===== config.mk =====
export PLATFORM = sky130hd
export DESIGN_NAME = wash_countdown
export DESIGN_NICKNAME = d
export VERILOG_FILES = /design/src/rtl/wash_countdown_pkg.sv /design/src/rtl/wash_countdown_sec_tick.sv /design/src/rtl/wash_countdown.sv
export SDC_FILE = /design/constraint.sdc
export NUM_CORES = 1
export LEC_CHECK = 0
export ABC_AREA = 1
export CELL_PAD_IN_SITES_DETAIL_PLACEMENT = 1
export CELL_PAD_IN_SITES_GLOBAL_PLACEMENT = 2
export CORE_AREA = 2 2 69 71
export DETAILED_ROUTE_END_ITERATION = 10
export DIE_AREA = 0 0 71 73
export GPL_ROUTABILITY_DRIVEN = 0
export GPL_TIMING_DRIVEN = 0
export PLACE_DENSITY_LB_ADDON = 0.08
export SLEW_MARGIN = 10
export SYNTH_ARGS = -nofsm -noshare
export SYNTH_HDL_FRONTEND = slang
export SYNTH_SLANG_ARGS = --single-unit

===== constraint.sdc =====
create_clock -name qclock -period 4.4 [get_ports qclock]
set_input_delay 0.88 -clock qclock [delete_from_list [all_inputs] [get_ports qclock]]
set_output_delay 0.88 -clock qclock [all_outputs]
set_load 0.02 [all_outputs]

===== src/rtl/wash_countdown_pkg.sv =====
// -----------------------------------------------------------------------------
// wash_countdown_pkg: shared washer constants, state encoding, BCD helper. Rev 1.0
// -----------------------------------------------------------------------------
`default_nettype none

package wash_countdown_pkg;

  localparam int TICK_DIV_DEFAULT = 100;
  localparam int BCD_W            = 4;

  typedef enum logic [1:0] {
    S_IDLE  = 2'd0,
    S_RUN   = 2'd1,
    S_PAUSE = 2'd2,
    S_DONE  = 2'd3
  } state_t;

  typedef struct packed {
    logic [BCD_W-1:0] tens;
    logic [BCD_W-1:0] ones;
  } bcd2_t;

  // Saturate to 99, then split into two BCD digits with a compare ladder.
  function automatic bcd2_t sat_to_bcd(input logic [6:0] v);
    logic [6:0] s;
    bcd2_t      r;
    s      = (v > 7'd99) ? 7'd99 : v;
    r.tens = '0;
    for (int i = 1; i <= 9; i++) begin
      if (s >= 7'(i * 10)) r.tens = 4'(i);
    end
    r.ones = 4'(s - ({3'b000, r.tens} * 7'd10));
    return r;
  endfunction

endpackage

`default_nettype wire


===== src/rtl/wash_countdown_sec_tick.sv =====
// -----------------------------------------------------------------------------
// sec_tick: prescaler with enable/clear; pulses tick_o on its TICK_DIV-1 cycle. Rev 1.0
// -----------------------------------------------------------------------------
`default_nettype none

module sec_tick #(
  parameter int TICK_DIV = 100
) (
  input  logic clk_i,
  input  logic rst_ni,
  input  logic en_i,
  input  logic clr_i,
  output logic tick_o
);

  localparam int CW = (TICK_DIV > 1) ? $clog2(TICK_DIV) : 1;

  logic [CW-1:0] cnt_q;
  logic [CW-1:0] cnt_d;
  logic          last;

  assign last   = (cnt_q == CW'(TICK_DIV - 1));
  assign tick_o = en_i & last;

  always_comb begin
    cnt_d = cnt_q;
    if (clr_i) begin
      cnt_d = '0;
    end else if (en_i) begin
      cnt_d = last ? '0 : cnt_q + 1'b1;
    end
  end

  always_ff @(posedge clk_i or negedge rst_ni) begin
    if (!rst_ni) cnt_q <= '0;
    else         cnt_q <= cnt_d;
  end

endmodule

`default_nettype wire


===== src/rtl/wash_countdown.sv =====
// -----------------------------------------------------------------------------
// wash_countdown: two-digit BCD seconds countdown with load/start/pause and done pulse. Rev 1.0
// -----------------------------------------------------------------------------
`default_nettype none

module wash_countdown
  import wash_countdown_pkg::*;
#(
  parameter int TICK_DIV = TICK_DIV_DEFAULT
) (
  input  logic             qclock,
  input  logic             rst_n,
  input  logic             load,
  input  logic [6:0]       load_val,
  input  logic             start,
  input  logic             pause,
  output logic [BCD_W-1:0] code1,
  output logic [BCD_W-1:0] code2,
  output logic             running,
  output logic             done
);

  state_t           state_q, state_d;
  logic [BCD_W-1:0] tens_q, tens_d;
  logic [BCD_W-1:0] ones_q, ones_d;
  logic             running_q, running_d;
  logic             done_q, done_d;
  logic             tick;
  logic             nonzero;
  bcd2_t            ld_bcd;

  sec_tick #(
    .TICK_DIV (TICK_DIV)
  ) u_sec_tick (
    .clk_i  (qclock),
    .rst_ni (rst_n),
    .en_i   (state_q == S_RUN),
    .clr_i  (load),
    .tick_o (tick)
  );

  assign ld_bcd  = sat_to_bcd(load_val);
  assign nonzero = (tens_q != '0) || (ones_q != '0);

  always_comb begin
    state_d = state_q;
    tens_d  = tens_q;
    ones_d  = ones_q;
    done_d  = 1'b0;
    if (load) begin
      tens_d  = ld_bcd.tens;
      ones_d  = ld_bcd.ones;
      state_d = S_IDLE;
    end else begin
      unique case (state_q)
        S_IDLE, S_PAUSE: begin
          if (start && nonzero) state_d = S_RUN;
        end
        S_RUN: begin
          // A tick on the same edge as pause still counts the elapsed second.
          if (tick) begin
            if (ones_q != '0) begin
              ones_d = ones_q - 1'b1;
            end else begin
              ones_d = 4'd9;
              tens_d = tens_q - 1'b1;
            end
            if (tens_q == '0 && ones_q == 4'd1) begin
              state_d = S_DONE;
              done_d  = 1'b1;
            end
          end
          if (state_d == S_RUN && !start && pause) state_d = S_PAUSE;
        end
        S_DONE: ;
        default: state_d = S_IDLE;
      endcase
    end
  end

  assign running_d = (state_d == S_RUN);

  always_ff @(posedge qclock or negedge rst_n) begin
    if (!rst_n) begin
      state_q   <= S_IDLE;
      tens_q    <= '0;
      ones_q    <= '0;
      running_q <= 1'b0;
      done_q    <= 1'b0;
    end else begin
      state_q   <= state_d;
      tens_q    <= tens_d;
      ones_q    <= ones_d;
      running_q <= running_d;
      done_q    <= done_d;
    end
  end

  assign code1   = tens_q;
  assign code2   = ones_q;
  assign running = running_q;
  assign done    = done_q;

endmodule

`default_nettype wire


==> impl_results.md, run 1 <==
- Fin cells: 261
- Synthesized cell area: 1380 µm²
- VDD IR max: 0.0002028 V
- Port bufs: 19
- Async set-reset flop share out of synthesis: 100.0%
- Diodes inserted: 0
- R2R depth: 9
- Final TNS setup: 0 ns
- Cells after synthesis: 184
- Total die area: 5183 µm²
- Synthesis-stage register bit count: 19
- Dpl cells: 257
- # Post-CTS Setup Buffers: 0
- Clock transition at path regs: 0.07 ns
- Top Ports: 22
- CTS buffer count: 3
- Drt pass-1 iters: 4
- First DRT Iteration DRCs: 37
- Core box area: 4536 µm²
- Post-synth top flop: dfrtp_1
- Setup WS pre-CTS: 0.5371 ns
- Worst Path Max Fanout: 5
- Clock H-tree levels: 1
- First-pass GRT wire length: 6.141 mm
- Unrepaired setup endpoints after global routing: false
- Slew @ Worst Pin: 0.8982 ns
- Status: finished clean
- Register area share after synthesis: 34.45%
- Starting density of the core: 30.43%
- Largest net degree at the start of global routing: 20
- Clk Latency, worst-skew pair: 0.26 ns
- Hold Path Class: register to register
- Leak: 0.8021 nW
- Antenna Violating Nets Remaining: 0
- Vias: 1275
- Synth warn: 0
- Worst setup SP type: input pin
- Clk sinks: 19
- Setup violators final: 0
- Detail Placement HPWL: 2.877 mm
- Most common cell after layout, fill and taps aside: inv_1
- Num rows: 25
- Vias in the first global route: 1347
- Post-route setup slack: 0.8248 ns
- Cts repair resizes: 0
- Via/cell ratio: 4.885
- Remaining global-route overflow: 0
- Hold buffers post-CTS: 0
- Worst hold stages: 2
- DRC Markers: 0
- Critical path class: input pin to register
- Min cycle time layout: 3.575 ns
- Final Net Count: 224
- Slew Limit Headroom: 39.93%
- Tcrit/Tclk final: 81.25%
- Post-synth EDFFs: 0
- Worst Path Required: 4.59 ns
- Initial antenna violation count: 0
- CTS tree: yes
- All-layer global routing usage: 14.88%
- Hold Slack: 0.5007 ns
- Syn_area_per_cell: 7.500 µm²
- Chip width: 71 µm
- Synthesis-to-finish area growth: 22.03%
- CTS Buffer Depth: 2
- Syn_nets: 200
- Share of cells above drive strength 1: 12.08%
- Top cells by area, synth: dfrtp_1 34%, inv_1 8.7%, nand2_1 7.3%
- Fmax: 279.7 MHz
- Crit path DAT: 3.76 ns
- Commonest cells after routing, fill and taps aside: 32 x inv_1, 27 x nand2_1, 21 x nor2_1
- WL final: 3.455 mm
- Synth cell types: 35
- CP endpoint kind: register
- Fin. Hold Viols: 0
- Worst Skew: 0.007174 ns
- Share of the synthesized area in the top cell type: 34.45%
- Die Height: 73 µm
- Final Max Tran Viols: 0
- CTS root buffer: clkbuf_8
- Dominant cell type by area after synthesis: dfrtp_1
- WL/cell: 13.24 µm
- Max_cap viols: 0
- Pwr Density: 352.0 nW/µm²
## cells by family (layout without fill, tap and decap cells)
group           count (synthesis)  count (layout)  share of synthesized area [%]
compound gates                 39              39                          17.86
fa+ha+maj                       4               4                          4.171
buf+inv                        37              60                          11.51
simple gates                   80              80                          28.83
xor+xnor                        5               5                          3.173
flops                          19              19                          34.45
## synthesized netlist by cell type, drive strengths merged (2+ instances only)
master	n
o211ai	4
xor2	4
nand4	3
a21oi	12
dfrtp	19
nor3	4
nand3	10
ha	3
a32o	2
nor2	27
o21ai	13
nand2	33
nor4	2
o22ai	2
inv	33
buf	3
## power breakdown
part / internal (mW) / switching, mW / leakage (nW)
sequential: 0.203 / 0.0241 / 0.245
clock: 0.0629 / 0.0620 / 0.0255
combinational: 0.103 / 0.138 / 0.531
## layer usage
| layer | wire length, µm | up-vias | track usage (%) | part of all wire, % |
|---|---|---|---|---|
| li1 | - | 648 | - | - |
| met1 | 1583 | 612 | 18.07 | 46 |
| met2 | 1760 | 13 | 27.10 | 51 |
| met3 | 86 | 2 | 2.348 | 2.5 |
| met4 | 25 | 0 | 4.403 | 0.72 |
| met5 | 0 | - | 0 | 0 |
## sequential cells by signal (all words and copies together) (netlist names)
| signal | flops |
|---|---|
| u_sec_tick.cnt_q | 7 |
| state_q | 2 |
| done | 1 |
| running | 1 |
| code2 | 4 |
| code1 | 4 |
## through the flow
stage	area, µm²	power (mW)	util, %
after floorplan	1380	0.3788	-
after global placement	1638	0.4679	36.11
after detailed placement	1638	0.4747	36.11
after CTS	1684	0.6061	37.13
after global routing	1684	0.6430	37.13
final	1684	0.5929	37.13
## cell type report
cell class,instances,area (µm²)
inverter,34,128.9
sequential,19,475.5
multi-input combinational,128,745.7
clock buffer,3,41.29
buffer,3,30.03
timing repair buffer,19,190.2
tap,54,67.56
fill,567,2851
clock inverter,1,5.005
## path summary, 6_finish.rpt
path / slack (ns) / endpoint / start
worst min-delay path: 0.50 / u_sec_tick.cnt_q[6]$_DFFE_PN0P_ / u_sec_tick.cnt_q[6]$_DFFE_PN0P_
max in group asynchronous: 2.72 / code2[3]$_DFFE_PN0P_ / rst_n
worst max-delay path: 0.82 / code2[3]$_DFFE_PN0P_ / load_val[6]
min in group asynchronous: 1.13 / code1[0]$_DFFE_PN0P_ / rst_n
worst min register to register: 0.50 / u_sec_tick.cnt_q[6]$_DFFE_PN0P_ / u_sec_tick.cnt_q[6]$_DFFE_PN0P_
worst max register to register: 2.55 / running$_DFF_PN0_ / code1[0]$_DFFE_PN0P_
## worst max-delay path: stages
cell and delay (ns):
clkdlybuf4s50_1 0.49, nand2_1 0.18, clkinv_2 0.11, nand2_4 0.09, inv_2 0.05, nor2_4 0.09
nand2_2 0.07, a21oi_2 0.12, nand2_1 0.06, nand2_1 0.05, nand2_1 0.06, nand2_2 0.07
nand2_2 0.07, ha_1 0.21, fa_1 0.38, xor2_1 0.20, xor2_1 0.22, inv_1 0.07
nand3_1 0.11, nand3_2 0.09, a21oi_2 0.11
(Power assumes the default switching activity.)
==> run 2, diff against run 1 <==
--- a/config.mk
+++ b/config.mk
@@ -8,9 +8,9 @@
 export ABC_AREA = 1
 export CELL_PAD_IN_SITES_DETAIL_PLACEMENT = 1
 export CELL_PAD_IN_SITES_GLOBAL_PLACEMENT = 2
-export CORE_AREA = 2 2 69 71
+export CORE_AREA = 2 2 71 73
 export DETAILED_ROUTE_END_ITERATION = 10
-export DIE_AREA = 0 0 71 73
+export DIE_AREA = 0 0 73 75
 export GPL_ROUTABILITY_DRIVEN = 0
 export GPL_TIMING_DRIVEN = 0
 export PLACE_DENSITY_LB_ADDON = 0.08
==> constraint.sdc (replaced) <==
create_clock -name qclock -period 3.5 [get_ports qclock]
set_input_delay 0.7 -clock qclock [delete_from_list [all_inputs] [get_ports qclock]]
set_output_delay 0.7 -clock qclock [all_outputs]
set_load 0.02 [all_outputs]
==> run 2 against run 1 <==
  * Core utilization is 0.46 points lower
  * Largest power group unchanged
  * Sequential power is 25% higher
  * Worst hold slack better by 0.0091 ns
  * Combinational power is 29% higher
  * Routed wire length is 3.6% higher
  * First-iteration DRC count is 27% higher
  * Critical endpoint unchanged
  * Highest routed layer unchanged
  * Non-clock buffer count is 2 higher
  * Sequential cell count stayed put
  * Clock power is 28% higher
  * Cell count is 0.77% higher
  * Register-to-register slack worse by 0.96 ns
==> impl_results.md, run 2 (synthesized netlist as in run 1, its figures left out) <==
- Status: finished clean
- Via/cell ratio: 4.939
- Final Max Tran Viols: 0
- Pwr Density: 441.5 nW/µm²
- Min cycle time layout: 3.213 ns
- Hold buffers post-CTS: 0
- Critical-path top delay cell: clkdlybuf4s50_1
- DR top layer: met4
- Clock transition at path regs: 0.08 ns
- Tcrit/Tclk final: 91.80%
- CTS tree: yes
- Port bufs: 19
- Max reg flops: 7
- Num rows: 25
- Clock H-tree levels: 1
- Fin. Hold Viols: 0
- M1 WL: 1.645 mm
- Total Power: 0.7547 mW
- Fillers: 595
- Slowest stage delay, CP: 0.48 ns
- Top Ports: 22
- Antenna Violating Nets Remaining: 0
- Critical path class: input pin to register
- Share of cells above drive strength 1: 13.40%
- WL final: 3.581 mm
- Worst Skew: 0.001983 ns
- All-layer global routing usage: 15.03%
- Initial antenna violation count: 0
- Reg with most FFs: u_sec_tick.cnt_q
- Detail Placement HPWL: 2.909 mm
- WL/cell: 13.62 µm
- CTS root buffer: clkbuf_8
- Remaining global-route overflow: 0
- Die Height: 75 µm
- Largest net degree at the start of global routing: 20
- Chip width: 73 µm
- Diodes inserted: 0
- Hold Slack: 0.5098 ns
- Setup WS pre-CTS: -0.1946 ns
- Slew @ Worst Pin: 0.9091 ns
- Family with the most delay on the worst path: simple AND/OR/NAND/NOR gates
- Total die area: 5475 µm²
- CP endpoint kind: register
- Fmax: 311.2 MHz
- Vias in the first global route: 1381
- Drt pass-1 iters: 4
- Synthesis-to-finish area growth: 23.84%
- Crit path DAT: 3.41 ns
- Hold Path Class: register to register
- Top cell by count, worst path: nand2_2
- CP Buf/Inv Count: 4
- Setup violators final: 0
- DRC Markers: 0
- Leak: 0.8385 nW
- Slew Limit Headroom: 39.21%
- Worst Path Max Fanout: 4
- DR WL met3: 100 µm
- Starting density of the core: 29.61%
- Most common cell after layout, fill and taps aside: inv_1
- Vias: 1299
- Max_cap viols: 0
- CTS buffer count: 3
- CTS Buffer Depth: 2
- Crit-path cells: clkdlybuf4s50_1, nand2_2, clkinv_2, nand2_4, inv_2, nor2_4, nand2_2, a21oi_2, nand2_1, nand2_1, nand2_1, nand2_2, nand2_2, ha_1, fa_1, xor2_1, xor2_1, inv_1, nand3_1, nand3_2, a21oi_2
- Clk sinks: 19
- Worst setup SP type: input pin
- First-pass GRT wire length: 6.375 mm
- First DRT Iteration DRCs: 47
- VDD IR max: 0.0001935 V
- Core box area: 4661 µm²
- Commonest cells after routing, fill and taps aside: 32 x inv_1, 26 x nand2_1, 21 x nor2_1
- Final Net Count: 226
- Worst Path Required: 3.70 ns
- Post-route setup slack: 0.2868 ns
- Clk Latency, worst-skew pair: 0.26 ns
- Routed wl met2: 1.793 mm
==> run 2: worst paths after layout <==
kind	from	to	slack, ns	cells past startpoint
setup / recovery	load_val[5]	code2[3]$_DFFE_PN0P_	0.29	21
setup reg to reg	code1[0]$_DFFE_PN0P_	running$_DFF_PN0_	1.59	9
min in group asynchronous	rst_n	u_sec_tick.cnt_q[6]$_DFFE_PN0P_	0.94	1
hold / removal	u_sec_tick.cnt_q[6]$_DFFE_PN0P_	u_sec_tick.cnt_q[6]$_DFFE_PN0P_	0.51	2
max in group asynchronous	rst_n	u_sec_tick.cnt_q[0]$_DFFE_PN0P_	2.00	1
hold reg to reg	u_sec_tick.cnt_q[6]$_DFFE_PN0P_	u_sec_tick.cnt_q[6]$_DFFE_PN0P_	0.51	2
==> run 2: report_power, final <==
group | internal (mW) | switching [mW]
clock | 0.0793 | 0.0804
combinational | 0.134 | 0.177
sequential | 0.255 | 0.0291
total | 0.468 | 0.286
==> run 2: worst reg2reg max path: stages (launching register included) <==
cell	delay [ns]
dfrtp_1	0.38
inv_1	0.12
ha_1	0.19
nand2_1	0.08
nor3_1	0.34
a21oi_1	0.11
nor2_1	0.20
o21ai_0	0.11
a31oi_1	0.20
nor4_1	0.07
==> run 2: per-stage QoR <==
step           instances  cell area, µm²  util (%)  setup TNS (ns)
3_5_place_dp         257            1638     35.14         -0.1946
3_3_place_gp         257            1638     35.14         -0.1254
5_1_grt              263            1709     36.67        -0.01116
4_1_cts              261            1684     36.13               0
6_report             263            1709     36.67               0
2_1_floorplan        184            1380         -               0
==> run 2: area by class of cell <==
cell class,count,area (µm²),share of cell area (%)
Clock inverter,1,5.005,0.2928
Inverter,34,128.9,7.540
Tap cell,54,67.56,3.953
Buffer,3,30.03,1.757
Timing Repair Buffer,21,212.7,12.45
Clock buffer,3,41.29,2.416
Multi-Input combinational cell,128,748.2,43.78
Sequential cell,19,475.5,27.82
==> run 2: what timing repair did <==
action / in CTS / in global routing
buffers inserted: 0 / 2
resized for setup: 0 / 5
setup endpoints to repair: 0 / 1
hold endpoints to repair: 0 / 0
==> run 2: per-layer routing <==
layer  track usage (%)  vias up
met5                 0        -
met4             5.350        0
met3             2.677        4
met2             26.63       14
met1             18.28      622
li1                  -      659
